`config.mk`:
```
export PLATFORM = sky130hd
export DESIGN_NAME = transfer_merge_flat
export DESIGN_NICKNAME = d
export VERILOG_FILES = /design/src/rtl/transfer_merge_if.sv /design/src/rtl/transfer_merge.sv /design/src/flat_wrapper.sv
export SDC_FILE = /design/constraint.sdc
export NUM_CORES = 1
export LEC_CHECK = 0
export CORE_MARGIN = 8
export CORE_UTILIZATION = 42
export DETAILED_ROUTE_END_ITERATION = 10
export GPL_ROUTABILITY_DRIVEN = 0
export PLACE_DENSITY = 0.73
export SKIP_LAST_GASP = 1
export SLEW_MARGIN = 10
export SYNTH_ARGS = -nofsm -noshare
export SYNTH_HDL_FRONTEND = slang
export SYNTH_SLANG_ARGS = --single-unit
```
`constraint.sdc`:
```
create_clock -name clk -period 2.7 [get_ports clk]
set_clock_uncertainty 0.2 [all_clocks]
set_input_delay 0.405 -clock clk [delete_from_list [all_inputs] [get_ports clk]]
set_output_delay 0.405 -clock clk [all_outputs]
set_load 0.02 [all_outputs]
```
`src/rtl/transfer_merge_if.sv`:
```
// Egress bus of the transfer merge stage: the four per-class source FIFO
// read ports plus the single downstream FIFO push port.
// The merge block connects through the master modport; the FIFO side
// (or a bench model of it) connects through the slave modport.
interface transfer_merge_if #(
    parameter int DATA_W = 12
);
    logic              emptyP0;
    logic              emptyP1;
    logic              emptyP2;
    logic              emptyP3;
    logic [DATA_W-1:0] dataInP0;
    logic [DATA_W-1:0] dataInP1;
    logic [DATA_W-1:0] dataInP2;
    logic [DATA_W-1:0] dataInP3;
    logic              popP0;
    logic              popP1;
    logic              popP2;
    logic              popP3;
    logic              almostFullOut;
    logic              pushOut;
    logic [DATA_W-1:0] dataOut;

    modport master (
        input  emptyP0, emptyP1, emptyP2, emptyP3,
        input  dataInP0, dataInP1, dataInP2, dataInP3,
        input  almostFullOut,
        output popP0, popP1, popP2, popP3,
        output pushOut, dataOut
    );

    modport slave (
        output emptyP0, emptyP1, emptyP2, emptyP3,
        output dataInP0, dataInP1, dataInP2, dataInP3,
        output almostFullOut,
        input  popP0, popP1, popP2, popP3,
        input  pushOut, dataOut
    );
endinterface

```
`src/rtl/transfer_merge.sv`:
```
// transfer_merge: drains four per-class source FIFOs onto one downstream
// FIFO. Round-robin arbitration with almost-full backpressure, 2-cycle
// pop-to-push pipeline, and per-port forwarded-word counters readable
// through a req/idx handshake.
// Build option: define MERGE_STRICT_PRIO_EN for fixed priority P0>P1>P2>P3
// (the round-robin pointer then stays at 0).
module transfer_merge #(
    parameter int DATA_W = 12,
    parameter int CNT_W  = 5
) (
    input  logic                 clk,
    input  logic                 reset,
    input  logic                 init,
    transfer_merge_if.master     bus,
    input  logic                 req,
    input  logic [2:0]           idx,
    output logic                 counterValid,
    output logic [CNT_W-1:0]     counterOut
);

    typedef enum logic [1:0] {
        IDLE   = 2'd0,
        INIT   = 2'd1,
        ACTIVE = 2'd2
    } state_t;

    state_t            state_q;
    state_t            state_d;
    logic [1:0]        rr_ptr;
    logic [3:0]        empty_v;
    logic [3:0]        pop_v;
    logic              grant_valid;
    logic [1:0]        grant_idx;
    logic [1:0]        scan_idx;
    logic [CNT_W-1:0]  count [4];
    logic              stage_valid;
    logic [1:0]        stage_sel;
    logic [DATA_W-1:0] stage_data;

    assign empty_v   = {bus.emptyP3, bus.emptyP2, bus.emptyP1, bus.emptyP0};
    assign bus.popP0 = pop_v[0];
    assign bus.popP1 = pop_v[1];
    assign bus.popP2 = pop_v[2];
    assign bus.popP3 = pop_v[3];

    // State register
    always_ff @(posedge clk) begin
        if (reset) state_q <= IDLE;
        else       state_q <= state_d;
    end

    // Next state and grant: first non-empty port scanning from rr_ptr
    always_comb begin
        state_d     = state_q;
        grant_valid = 1'b0;
        grant_idx   = 2'd0;
        scan_idx    = 2'd0;
        pop_v       = '0;
        case (state_q)
            IDLE:    if (init) state_d = INIT;
            INIT:    state_d = ACTIVE;
            ACTIVE:  if (init) state_d = INIT;
            default: state_d = IDLE;
        endcase
        if (state_q == ACTIVE && !bus.almostFullOut) begin
            for (int unsigned k = 0; k < 4; k++) begin
                scan_idx = rr_ptr + 2'(k);
                if (!grant_valid && !empty_v[scan_idx]) begin
                    grant_valid = 1'b1;
                    grant_idx   = scan_idx;
                end
            end
        end
        if (grant_valid) pop_v[grant_idx] = 1'b1;
    end

    // Arbitration pointer and per-port forwarded-word counters
    always_ff @(posedge clk) begin
        if (reset || state_q == INIT) begin
            rr_ptr <= '0;
            for (int unsigned i = 0; i < 4; i++) count[i] <= '0;
        end else if (grant_valid) begin
            count[grant_idx] <= count[grant_idx] + CNT_W'(1);
`ifdef MERGE_STRICT_PRIO_EN
            rr_ptr <= '0;
`else
            rr_ptr <= grant_idx + 2'd1;
`endif
        end
    end

    // Source read data for the port popped last cycle
    always_comb begin
        case (stage_sel)
            2'd0:    stage_data = bus.dataInP0;
            2'd1:    stage_data = bus.dataInP1;
            2'd2:    stage_data = bus.dataInP2;
            default: stage_data = bus.dataInP3;
        endcase
    end

    // Pop-to-push pipeline; init does not flush it, reset does
    always_ff @(posedge clk) begin
        if (reset) begin
            stage_valid <= 1'b0;
            stage_sel   <= 2'd0;
            bus.pushOut <= 1'b0;
            bus.dataOut <= '0;
        end else begin
            stage_valid <= grant_valid;
            stage_sel   <= grant_idx;
            bus.pushOut <= stage_valid;
            if (stage_valid) bus.dataOut <= stage_data;
        end
    end

    // Counter read: value as of the request edge, one-cycle strobe
    always_ff @(posedge clk) begin
        if (reset) begin
            counterValid <= 1'b0;
            counterOut   <= '0;
        end else if (req && idx < 3'd4) begin
            counterValid <= 1'b1;
            counterOut   <= count[idx[1:0]];
        end else begin
            counterValid <= 1'b0;
            counterOut   <= '0;
        end
    end

endmodule

```
`src/flat_wrapper.sv`:
```
// flat-port wrapper written by rule: the top's interface ports become plain ports
module transfer_merge_flat 
#(
    parameter int DATA_W = 12,
    parameter int CNT_W  = 5
)
  (clk, reset, init, req, idx, counterValid, counterOut, bus_emptyP0, bus_emptyP1, bus_emptyP2, bus_emptyP3, bus_dataInP0, bus_dataInP1, bus_dataInP2, bus_dataInP3, bus_almostFullOut, bus_popP0, bus_popP1, bus_popP2, bus_popP3, bus_pushOut, bus_dataOut);
  transfer_merge_if #(.DATA_W(DATA_W)) bus_i ();
  input  logic clk;
  input  logic reset;
  input  logic init;
  input  logic req;
  input  logic [2:0] idx;
  output logic counterValid;
  output logic [CNT_W-1:0] counterOut;
  input wire logic [$bits(bus_i.emptyP0)-1:0] bus_emptyP0;
  input wire logic [$bits(bus_i.emptyP1)-1:0] bus_emptyP1;
  input wire logic [$bits(bus_i.emptyP2)-1:0] bus_emptyP2;
  input wire logic [$bits(bus_i.emptyP3)-1:0] bus_emptyP3;
  input wire logic [$bits(bus_i.dataInP0)-1:0] bus_dataInP0;
  input wire logic [$bits(bus_i.dataInP1)-1:0] bus_dataInP1;
  input wire logic [$bits(bus_i.dataInP2)-1:0] bus_dataInP2;
  input wire logic [$bits(bus_i.dataInP3)-1:0] bus_dataInP3;
  input wire logic [$bits(bus_i.almostFullOut)-1:0] bus_almostFullOut;
  output wire logic [$bits(bus_i.popP0)-1:0] bus_popP0;
  output wire logic [$bits(bus_i.popP1)-1:0] bus_popP1;
  output wire logic [$bits(bus_i.popP2)-1:0] bus_popP2;
  output wire logic [$bits(bus_i.popP3)-1:0] bus_popP3;
  output wire logic [$bits(bus_i.pushOut)-1:0] bus_pushOut;
  output wire logic [$bits(bus_i.dataOut)-1:0] bus_dataOut;
  assign bus_i.emptyP0 = bus_emptyP0;
  assign bus_i.emptyP1 = bus_emptyP1;
  assign bus_i.emptyP2 = bus_emptyP2;
  assign bus_i.emptyP3 = bus_emptyP3;
  assign bus_i.dataInP0 = bus_dataInP0;
  assign bus_i.dataInP1 = bus_dataInP1;
  assign bus_i.dataInP2 = bus_dataInP2;
  assign bus_i.dataInP3 = bus_dataInP3;
  assign bus_i.almostFullOut = bus_almostFullOut;
  assign bus_popP0 = bus_i.popP0;
  assign bus_popP1 = bus_i.popP1;
  assign bus_popP2 = bus_i.popP2;
  assign bus_popP3 = bus_i.popP3;
  assign bus_pushOut = bus_i.pushOut;
  assign bus_dataOut = bus_i.dataOut;
  transfer_merge #(.DATA_W(DATA_W), .CNT_W(CNT_W)) u_core (.clk(clk), .reset(reset), .init(init), .bus(bus_i), .req(req), .idx(idx), .counterValid(counterValid), .counterOut(counterOut));
endmodule
```
==> reports/qor.yml <==
worst_setup_path:
  path_class: "reg2reg"
  end_kind: "register"
  critPathRequiredTime_ns: 2.65
  crit_arrival_ns: 2.62
  critPathMaxFanout: 8
  r2r_setup_slack_ns: 0.03
  cp-start-kind: "register"
cells_and_area:
  finalInstanceArea_sq_mm: 0.00401
  num_antenna_cells: 0
  fin_nets: 410
  drive_gt1_frac: 0.344
  register_area_sq_mm: 0.00113
  fill_cells: 440
  multi_input_area_sq_mm: 0.00143
  areaGrowthSynthToFinish_pct: 58.9
logic_synthesis:
  syn-num-nets: 277
  syn_avg_cell_area_sq_um: 11.9
  ys.flop_type: "dfxtp_1"
  yosysTopAreaCell: "edfxtp_1"
  synth_common_cells: "nor2_1, dfxtp_1, edfxtp_1, mux4_2, mux2i_1"
  synth_most_common_cell: "nor2_1"
  seq_area_frac_synth: 0.444
  synth_edf_count: 20
  yosysWarnings: 0
  syn_area_sq_mm: 0.00252
  synth-seq-cells: 46
  async_flop_share: 0
  synth_top_area_share: 0.238
  synthTopCellsByArea: "edfxtp_1, dfxtp_1, mux4_2"
  synthCells: 212
  synth.distinct_cells: 45
pwr:
  power.leakage_nw: 1.51
  max-vdd-ir-drop_mv: 0.343
  total_power_mw: 1.54
  p_per_area_mw_per_mm2: 384
die:
  ioPinCount: 83
  initial_utilization: 0.431
  die_h_microns: 93.5
  num_rows: 28
  core_area_sq_mm: 0.00585
  die_area_sq_mm: 0.00875
  die_w_microns: 93.5
timing:
  fin_crit_sh: 0.989
  rsz0062_at_grt: "yes"
  drv_slew: 0
  worst_slew_pin_slew_ns: 0.761
  finalHoldViolations: 0
  max_clock_freq_mhz: 375
  fin_crit_ns: 2.67
  whs_ns: 0.296
  max_slew_margin: 0.492
  setup_violations: 0
clock_tree:
  clock-sinks: 46
  cts_max_level: 2
  hold_buffers: 0
  cts_root_buf: "clkbuf_8"
  cts_tree: "yes"
  cts_max_path_buffers: 2
  cts.clk_slew.worst_paths_ns: 0.09
  clock_latency_ns: 0.31
  cts-buffers-inserted: 5
route:
  wl_per_cell_microns: 18.0
  drtAntennaViolNets: 0
  first_iter_violations: 80
  drtPass1Iterations: 4
  vias: 2160
  vias_per_cell: 5.13
  drt_wl_total_microns: 7590
  drc_errors: 0
grt:
  grt_max_degree: 15
  grt.total_usage: 0.171
  globalRouteOverflowTotal: 0
  grt_pass1_vias: 2245
  grt_pass1_wl_microns: 11500
  antenna_found_initial: 0
flow_run:
  cap_viol_max_count: 0
hold_path:
  hp-class: "reg2reg"
outcome:
  status: "finished clean"
placement:
  port_buffers: 82
  place_area_sq_mm: 0.00375
  dp_hpwl_microns: 5900
## path summary, 6_finish.rpt
check,endpoint,startpoint,cells past startpoint
hold reg to reg,u_core.bus.dataOut[9],u_core.bus.dataOut[9],2
setup / recovery,u_core.count[1][4],u_core.rr_ptr[0],10
hold / removal,u_core.bus.dataOut[9],u_core.bus.dataOut[9],2
setup reg to reg,u_core.count[1][4],u_core.rr_ptr[0],10
## logic make-up after synthesis
group	count (synthesis)	share of synthesized area
buf+inv	20	0.0337
mux	36	0.247
flops	46	0.444
fa+ha+maj	5	0.0248
xor+xnor	1	0.00347
simple gates	78	0.168
compound gates	26	0.0788
## area by class of cell
cell class                      instances  share of cell area
Clock buffer                            5              0.0172
Clock inverter                          3             0.00998
Inverter                               11              0.0109
Multi-Input combinational cell        146               0.357
Sequential cell                        46               0.282
Tap cell                               75              0.0234
Timing Repair Buffer                  135               0.300
## cells in the final DEF, fill, tap and decap left out, types with 3 or more instances in the layout
| master | count |
|---|---|
| mux4_2 | 20 |
| edfxtp_1 | 20 |
| ha_1 | 4 |
| inv_1 | 10 |
| buf_2 | 6 |
| and3_1 | 4 |
| clkdlybuf4s50_1 | 73 |
| dfxtp_1 | 22 |
| nor2b_1 | 9 |
| nand3_1 | 4 |
| a21oi_1 | 5 |
| o21ai_0 | 3 |
| clkbuf_8 | 5 |
| nor3_1 | 4 |
| nor2_1 | 27 |
| buf_4 | 50 |
| nand2_1 | 10 |
| mux2i_1 | 14 |
## through the flow
stage               worst slack [ns]  setup TNS [ns]  instances   util
floorplan                    -0.0353          -0.119        212      -
global placement              -0.735          -20.04        399  0.641
detailed placement            -0.816          -21.33        399  0.641
CTS                         -0.00142        -0.00334        416  0.669
global route                 -0.0642          -0.239        421  0.685
finish                        0.0299               0        421  0.685
## worst max-delay path, stage by stage, from the launching register on
cell and delay (ns):
dfxtp_4 0.38, nor4bb_2 0.35, o21a_4 0.24, buf_4 0.13, a2111oi_4 0.04, buf_4 0.13
a211oi_2 0.25, nor2_2 0.09, ha_4 0.18, a311o_1 0.37, a21oi_1 0.16
## registers in the layout, indices dropped and copies added, names as in the netlist
signal               flops
u_core.bus.dataOut      12
u_core.stage_sel         2
u_core.count            20
u_core.rr_ptr            2
u_core.state_q           2
u_core.counterOut        5
u_core.stage_valid       1
u_core.counterValid      1
u_core.bus.pushOut       1
## power breakdown
group / internal, mW / switching [mW] / leakage [nW] / total, mW
Clock: 0.273 / 0.237 / 0.0579 / 0.509
Combinational: 0.168 / 0.0990 / 1.03 / 0.267
Sequential: 0.748 / 0.0160 / 0.425 / 0.764
Total: 1.19 / 0.352 / 1.51 / 1.54
## layer usage
layer,vias up,share of wire,global-route usage
li1,1060,-,-
met1,1039,0.39,0.182
met2,55,0.53,0.311
met3,6,0.068,0.0577
met4,0,0.0087,0.0456
met5,-,0,0
## what timing repair did
item,in CTS,in global routing
endpoints found under the setup margin,27,13
pin swaps,10,12
gates cloned,0,0
gates resized for setup,41,18
buffers inserted,11,6
(Power assumes the default switching activity.)
